==> src/rtl/alu_op.vh <==
// ALU select encodings shared by the issue stage and the ALU.
// Four-bit codes driven on out_sel.
`ifndef ALU_OP_VH
`define ALU_OP_VH
`define ALU_ADD 4'b0000
`define ALU_SUB 4'b1000
`define ALU_SLL 4'b0001
`define ALU_XOR 4'b0100
`define ALU_OR  4'b0110
`define ALU_AND 4'b0111
`endif

==> src/rtl/alu_issue_pkg.sv <==
// Shared types and constants for the ALU issue stage.
// Opcode/funct constants, decoded_op bundle, buffer states.
package alu_issue_pkg;
`include "alu_op.vh"

    localparam int DATA_W = 32;
    localparam int RIDX_W = 5;

    localparam logic [6:0] OPC_OP     = 7'b0110011;
    localparam logic [6:0] OPC_OP_IMM = 7'b0010011;

    localparam logic [2:0] F3_ADD_SUB = 3'b000;
    localparam logic [2:0] F3_SLL     = 3'b001;
    localparam logic [2:0] F3_XOR     = 3'b100;
    localparam logic [2:0] F3_OR      = 3'b110;
    localparam logic [2:0] F3_AND     = 3'b111;

    localparam logic [6:0] F7_BASE = 7'b0000000;
    localparam logic [6:0] F7_SUB  = 7'b0100000;

    localparam logic [3:0] SEL_ADD = `ALU_ADD;
    localparam logic [3:0] SEL_SUB = `ALU_SUB;
    localparam logic [3:0] SEL_SLL = `ALU_SLL;
    localparam logic [3:0] SEL_XOR = `ALU_XOR;
    localparam logic [3:0] SEL_OR  = `ALU_OR;
    localparam logic [3:0] SEL_AND = `ALU_AND;

    typedef struct packed {
        logic [DATA_W-1:0] a;
        logic [DATA_W-1:0] b;
        logic [3:0]        sel;
        logic [RIDX_W-1:0] rd;
        logic              illegal;
    } decoded_op;

    localparam decoded_op NOP_OP = '{
        a: '0, b: '0, sel: `ALU_ADD, rd: '0, illegal: 1'b0
    };

    typedef enum logic [1:0] {
        BUF_EMPTY,
        BUF_ONE,
        BUF_TWO
    } buf_state_t;
endpackage

==> src/rtl/alu_issue_decode.sv <==
// Combinational OP/OP-IMM decoder with forwarding and x0 zeroing.
// Ports: instr, rs1/rs2 data, writeback forward -> decoded_op dec.
module alu_issue_decode
    import alu_issue_pkg::*;
(
    input  logic [31:0]       instr,
    input  logic [DATA_W-1:0] rs1_data,
    input  logic [DATA_W-1:0] rs2_data,
    input  logic              fwd_valid,
    input  logic [RIDX_W-1:0] fwd_rd,
    input  logic [DATA_W-1:0] fwd_data,
    output decoded_op         dec
);
    logic [6:0]        opc;
    logic [2:0]        f3;
    logic [6:0]        f7;
    logic [RIDX_W-1:0] rs1;
    logic [RIDX_W-1:0] rs2;
    logic [RIDX_W-1:0] rd;
    logic [DATA_W-1:0] src1;
    logic [DATA_W-1:0] src2;
    logic [DATA_W-1:0] imm;
    logic [DATA_W-1:0] shamt;
    logic [DATA_W-1:0] b_imm;
    logic [3:0]        sel;
    logic              legal;
    logic              use_imm;

    assign opc   = instr[6:0];
    assign rd    = instr[11:7];
    assign f3    = instr[14:12];
    assign rs1   = instr[19:15];
    assign rs2   = instr[24:20];
    assign f7    = instr[31:25];
    assign imm   = {{20{instr[31]}}, instr[31:20]};
    assign shamt = {27'b0, instr[24:20]};

    // Index 0 already excludes fwd_rd==0 from matching.
    assign src1 = (rs1 == '0) ? '0 :
                  (fwd_valid && fwd_rd == rs1) ? fwd_data : rs1_data;
    assign src2 = (rs2 == '0) ? '0 :
                  (fwd_valid && fwd_rd == rs2) ? fwd_data : rs2_data;

    always_comb begin
        legal   = 1'b0;
        sel     = `ALU_ADD;
        use_imm = 1'b0;
        b_imm   = imm;
        unique case (1'b1)
            opc == OPC_OP: begin
                unique case (f3)
                    F3_ADD_SUB: begin
                        if (f7 == F7_BASE) begin
                            legal = 1'b1;
                            sel   = `ALU_ADD;
                        end else if (f7 == F7_SUB) begin
                            legal = 1'b1;
                            sel   = `ALU_SUB;
                        end
                    end
                    F3_XOR: begin legal = (f7 == F7_BASE); sel = `ALU_XOR; end
                    F3_OR:  begin legal = (f7 == F7_BASE); sel = `ALU_OR;  end
                    F3_AND: begin legal = (f7 == F7_BASE); sel = `ALU_AND; end
                    F3_SLL: begin legal = (f7 == F7_BASE); sel = `ALU_SLL; end
                    default: legal = 1'b0;
                endcase
            end
            opc == OPC_OP_IMM: begin
                use_imm = 1'b1;
                unique case (f3)
                    F3_ADD_SUB: begin legal = 1'b1; sel = `ALU_ADD; end
                    F3_XOR:     begin legal = 1'b1; sel = `ALU_XOR; end
                    F3_OR:      begin legal = 1'b1; sel = `ALU_OR;  end
                    F3_AND:     begin legal = 1'b1; sel = `ALU_AND; end
                    F3_SLL: begin
                        legal = (f7 == F7_BASE);
                        sel   = `ALU_SLL;
                        b_imm = shamt;
                    end
                    default: legal = 1'b0;
                endcase
            end
            default: legal = 1'b0;
        endcase

        dec = NOP_OP;
        if (legal) begin
            dec.a   = src1;
            dec.b   = use_imm ? b_imm : src2;
            dec.sel = sel;
            dec.rd  = rd;
        end else begin
            dec.illegal = 1'b1;
        end
    end
endmodule

==> src/rtl/alu_issue_stage.sv <==
// Issue stage: decode + 2-entry skid buffer feeding the ALU/EX stage.
// Ports: in_* upstream handshake, fwd_* writeback, out_* to ALU; ALU_ISSUE_STATS_EN adds stat_*.
module alu_issue_stage
    import alu_issue_pkg::*;
#(
    parameter int XLEN       = DATA_W,
    parameter int REG_ADDR_W = RIDX_W
) (
    input  logic                  clk,
    input  logic                  rst_n,
    input  logic                  in_valid,
    output logic                  in_ready,
    input  logic [31:0]           in_instr,
    input  logic [XLEN-1:0]       in_rs1_data,
    input  logic [XLEN-1:0]       in_rs2_data,
    input  logic                  fwd_valid,
    input  logic [REG_ADDR_W-1:0] fwd_rd,
    input  logic [XLEN-1:0]       fwd_data,
    input  logic                  flush,
    output logic                  out_valid,
    input  logic                  out_ready,
    output logic [XLEN-1:0]       out_a,
    output logic [XLEN-1:0]       out_b,
    output logic [3:0]            out_sel,
    output logic [REG_ADDR_W-1:0] out_rd,
`ifdef ALU_ISSUE_STATS_EN
    output logic [31:0]           stat_issued,
    output logic [31:0]           stat_illegal,
`endif
    output logic                  out_illegal
);
    buf_state_t state_q, state_d;
    decoded_op  main_q, main_d;
    decoded_op  skid_q, skid_d;
    decoded_op  dec;
    logic       in_ready_q;
    logic       acc;
    logic       cons;

    alu_issue_decode u_dec (
        .instr    (in_instr),
        .rs1_data (in_rs1_data),
        .rs2_data (in_rs2_data),
        .fwd_valid(fwd_valid),
        .fwd_rd   (fwd_rd),
        .fwd_data (fwd_data),
        .dec      (dec)
    );

    assign in_ready    = in_ready_q;
    assign out_valid   = (state_q != BUF_EMPTY);
    assign out_a       = main_q.a;
    assign out_b       = main_q.b;
    assign out_sel     = main_q.sel;
    assign out_rd      = main_q.rd;
    assign out_illegal = main_q.illegal;

    assign acc  = in_valid && in_ready_q;
    assign cons = out_valid && out_ready;

    always_comb begin
        state_d = state_q;
        main_d  = main_q;
        skid_d  = skid_q;
        if (flush) begin
            state_d = BUF_EMPTY;
        end else begin
            unique case (state_q)
                BUF_EMPTY: begin
                    if (acc) begin
                        main_d  = dec;
                        state_d = BUF_ONE;
                    end
                end
                BUF_ONE: begin
                    if (acc && !cons) begin
                        skid_d  = dec;
                        state_d = BUF_TWO;
                    end else if (acc && cons) begin
                        main_d = dec;
                    end else if (cons) begin
                        state_d = BUF_EMPTY;
                    end
                end
                BUF_TWO: begin
                    if (cons) begin
                        main_d  = skid_q;
                        state_d = BUF_ONE;
                    end
                end
                default: state_d = BUF_EMPTY;
            endcase
        end
    end

    // in_ready is registered: it looks ahead at the next occupancy.
    always_ff @(posedge clk or negedge rst_n) begin
        if (!rst_n) begin
            state_q    <= BUF_EMPTY;
            in_ready_q <= 1'b0;
            main_q     <= NOP_OP;
            skid_q     <= NOP_OP;
        end else begin
            state_q    <= state_d;
            in_ready_q <= (state_d != BUF_TWO);
            main_q     <= main_d;
            skid_q     <= skid_d;
        end
    end

`ifdef ALU_ISSUE_STATS_EN
    always_ff @(posedge clk or negedge rst_n) begin
        if (!rst_n) begin
            stat_issued  <= '0;
            stat_illegal <= '0;
        end else if (cons) begin
            stat_issued <= stat_issued + 32'd1;
            if (main_q.illegal)
                stat_illegal <= stat_illegal + 32'd1;
        end
    end
`endif
endmodule
==> config.mk <==
export PLATFORM = sky130hd
export DESIGN_NAME = alu_issue_stage
export DESIGN_NICKNAME = d
export VERILOG_FILES = /design/src/rtl/alu_issue_pkg.sv /design/src/rtl/alu_issue_decode.sv /design/src/rtl/alu_issue_stage.sv
export VERILOG_INCLUDE_DIRS = /design/src /design/src/rtl
export SDC_FILE = /design/constraint.sdc
export NUM_CORES = 1
export LEC_CHECK = 0
export ABC_AREA = 0
export BUFFER_PORTS_ARGS = -buffer_cell sky130_fd_sc_hd__buf_2
export CAP_MARGIN = 30
export CORE_MARGIN = 4
export CORE_UTILIZATION = 46
export CTS_CLUSTER_SIZE = 24
export DETAILED_ROUTE_END_ITERATION = 8
export PLACE_DENSITY = 0.67
export SYNTH_ARGS = -nofsm -noshare
export SYNTH_HDL_FRONTEND = slang
export SYNTH_HIERARCHICAL = 1
export SYNTH_SLANG_ARGS = --single-unit
==> constraint.sdc <==
create_clock -name clk -period 5.1 [get_ports clk]
set_clock_uncertainty 0.1 [all_clocks]
set_input_delay 0.255 -clock clk [delete_from_list [all_inputs] [get_ports clk]]
set_output_delay 0.255 -clock clk [all_outputs]
set_load 0.1 [all_outputs]
==> impl_metrics.json <==
{
  "status": "complete, no violations",
  "tritoncts": "yes",
  "finalSetupViolCount": 0,
  "timing.slew.headroom_pct": 39.45,
  "route.antenna.remaining_nets": 0,
  "overflow": 0,
  "cpPeakStageDelay_ps": 630,
  "remaining_drc_errors": 0,
  "worst_slack_ps": 2353,
  "total_die_area_sq_um": 19530,
  "postCtsResizedCells": 0,
  "timing.critical_path.required_ps": 5300,
  "worstMarginPinSlew_ps": 906.1,
  "drt_iter0_drc": 370,
  "dr_total_vias": 6350,
  "worst-endpoint-arrival_ps": 2940,
  "multi_input_area_sq_um": 3911,
  "timing.final.max_slew_violations": 0,
  "synth.top_cells.by_area": "sky130_fd_sc_hd__dfrtp_1, sky130_fd_sc_hd__mux2i_1, sky130_fd_sc_hd__mux2_4",
  "synthesis.area_sq_um": 7986,
  "synth_cells": 743,
  "setup.worst_path.class": "primary input to flop",
  "synth_top_cell_by_area": "sky130_fd_sc_hd__dfrtp_1",
  "placement.io_buffers": 214,
  "core_area_sq_um": 16820,
  "post_synth_most_frequent_cells": "sky130_fd_sc_hd__dfrtp_1, sky130_fd_sc_hd__nand2_1, sky130_fd_sc_hd__mux2i_1",
  "power_density_nw_per_um2": 282.6,
  "synth_edf_count": 0,
  "ff_latch_area_sq_um": 3779,
  "synth.ff_latch_count": 151,
  "first_global_vias": 6385,
  "die_h_microns": 139.8,
  "areaGrowthSynthToFinish_pct": 23.48,
  "post_route_cells_drive_above_1_share_pct": 36.46,
  "cts_max_path_buffers": 2,
  "synth.yosys.warnings": 6,
  "crit_path_end_kind": "flop",
  "htree_levels": 4,
  "root_buffer": "sky130_fd_sc_hd__clkbuf_16",
  "top_level_ports": 215,
  "max_cap_viol_count": 0,
  "final_hold_violation_count": 0,
  "fin_crit_sh_pct": 53.86,
  "postLayoutCoreUtil_pct": 58.64,
  "total_leakage_power_nw": 4.790,
  "start_kind": "primary input",
  "insertedDiodeCount": 0,
  "timing.critical_path.fanout_max": 12,
  "worst_hold_path_type": "primary input to flop",
  "vias_cell": 5.432,
  "post_synth.cell_area_avg_sq_um": 10.75,
  "cts_setup_buffers": 0,
  "gp_routability_congestion": 0.8186,
  "async_set_reset_flop_share_out_of_synthesis_pct": 100.0,
  "grt_start_max_net_pins": 108,
  "mappedNetlistNets": 882,
  "first_pass_iteration_count_of_the_detailed_router": 5,
  "synth-seq-area-share_pct": 47.31,
  "rsz0062_at_grt": "false",
  "crit_path_top_delay_cell": "sky130_fd_sc_hd__o21ai_2",
  "clk_pin_slew_ps": 70,
  "worst_ir_drop_vdd_mv": 0.2233,
  "synthMostInstantiatedCell": "sky130_fd_sc_hd__dfrtp_1",
  "routed_wire_length_per_instance_microns": 18.63,
  "post-place-ws_ps": 1973,
  "ys.flop_type": "sky130_fd_sc_hd__dfrtp_1",
  "cts_inserted_buffers": 17,
  "grt_pass1_wl_microns": 34600,
  "n_fill_cell": 1494,
  "gr-usage-all-layers_pct": 22.12,
  "synth_top_cell_area_share_pct": 47.31,
  "fmax_mhz": 364.1,
  "detailedPlacementHpwl_microns": 15050,
  "die_width_microns": 139.8,
  "initial_utilization_pct": 47.49,
  "setup-tns-final_ps": 0,
  "clock-sinks": 151,
  "num-nets-final": 1075,
  "synth.lib_cells_used.distinct": 46,
  "min_period_ps": 2747,
  "worst_skew_pair.late_latency_ps": 420,
  "post_detailed_routing_wire_length_microns": 21780,
  "std_cell_rows": 47,
  "worstPathCellList": "buf_2 -> or4b_4 -> nor3_2 -> a21oi_1 -> o21ai_2 -> buf_8 -> a31oi_1 -> mux2_4",
  "grt_antenna_before_repair": 1
}
[path summary, 6_finish.rpt]
path	start	end	slack (ps)	depth (start not counted)
min reg2reg	out_a[22]$_DFFE_PN0P_	out_a[22]$_DFFE_PN0P_	370	2
min	out_ready	in_ready$_DFF_PN0_	40	2
max	in_instr[3]	skid_q[28]$_DFFE_PN0P_	2350	8
max in group asynchronous	rst_n	out_b[28]$_DFFE_PN0P_	3980	3
min in group asynchronous	rst_n	out_a[21]$_DFFE_PN0P_	90	2
max reg2reg	state_q[0]$_DFF_PN0_	skid_q[22]$_DFFE_PN0P_	2430	4
[per-stage QoR]
stage | hold WS (ps) | instance area, sq um | power, mW | std cells
floorplan | -140.6 | 7986 | 1.358 | 743
global placement | 327.7 | 9131 | 1.481 | 1131
detailed placement | 327.8 | 9194 | 1.482 | 1134
CTS | 22.59 | 9834 | 2.811 | 1168
global route | 33.31 | 9862 | 2.890 | 1169
finish | 42.01 | 9862 | 2.787 | 1169
[state kept, by name, summed over array words and instances (netlist names)]
| name | flops |
|---|---|
| out_illegal | 1 |
| out_a | 32 |
| out_rd | 5 |
| in_ready | 1 |
| out_sel | 4 |
| out_b | 32 |
| skid_q | 74 |
| state_q | 2 |
[critical path: cells and delay by family]
kind | cells | cell delay [ps]
mux | 1 | 330
compound gates | 3 | 1020
buf+inv | 2 | 320
simple gates | 2 | 1010
[layout make-up]
class                   instances  area share (%)
well taps                     220           2.791
clock inverters                13           1.700
inverters                       3          0.1142
multi-input cells             536           39.66
clock buffers                  19           4.593
flip-flops and latches        151           38.32
repair buffers                227           12.83
[cells in the final DEF (no fill, tap or decap), types with 3 or more instances in the layout]
cell,count
sky130_fd_sc_hd__buf_4,5
sky130_fd_sc_hd__xor2_1,8
sky130_fd_sc_hd__mux2i_1,108
sky130_fd_sc_hd__o21ai_1,10
sky130_fd_sc_hd__mux2_2,26
sky130_fd_sc_hd__bufinv_16,3
sky130_fd_sc_hd__inv_6,4
sky130_fd_sc_hd__clkbuf_16,17
sky130_fd_sc_hd__nor2_1,36
sky130_fd_sc_hd__a21boi_0,4
sky130_fd_sc_hd__mux2_4,49
sky130_fd_sc_hd__and3_1,6
sky130_fd_sc_hd__xnor2_1,3
sky130_fd_sc_hd__a21oi_1,15
sky130_fd_sc_hd__a22oi_1,4
sky130_fd_sc_hd__nand2_1,132
sky130_fd_sc_hd__dfrtp_1,151
sky130_fd_sc_hd__o21ai_0,71
sky130_fd_sc_hd__buf_12,3
sky130_fd_sc_hd__and2_1,10
sky130_fd_sc_hd__a31oi_1,20
sky130_fd_sc_hd__buf_2,213
sky130_fd_sc_hd__a211oi_1,4
[cells by family (layout without fill, tap and decap cells)]
kind of cell	after synthesis	count (layout)	synth area share [%]
AND/OR/NAND/NOR	205	205	11.23
buffers and inverters	56	262	3.885
XOR/XNOR	11	11	1.206
multiplexers	183	183	26.41
AO/OA/AOI/OAI	137	137	9.948
flip-flops	151	151	47.31
[what timing repair did]
item | in CTS | in global routing
hold buffers | 2 | 0
endpoints found under the hold margin | 102 | 0
setup endpoints to repair | 0 | 0
[report_power, final]
part | switching (mW) | internal [mW]
combinational | 0.164 | 0.0887
clock | 0.522 | 0.802
sequential | 0.00515 | 1.21
[routing by layer]
metal,part of all wire [%],GRT usage (%),routed length [microns],up-vias
li1,-,-,-,2994
met1,46,30.65,10060,3095
met2,46,34.92,10000,231
met3,6.3,5.043,1376,28
met4,1.5,6.578,332,2
met5,0.051,0,11,-
(Power assumes the default switching activity.)
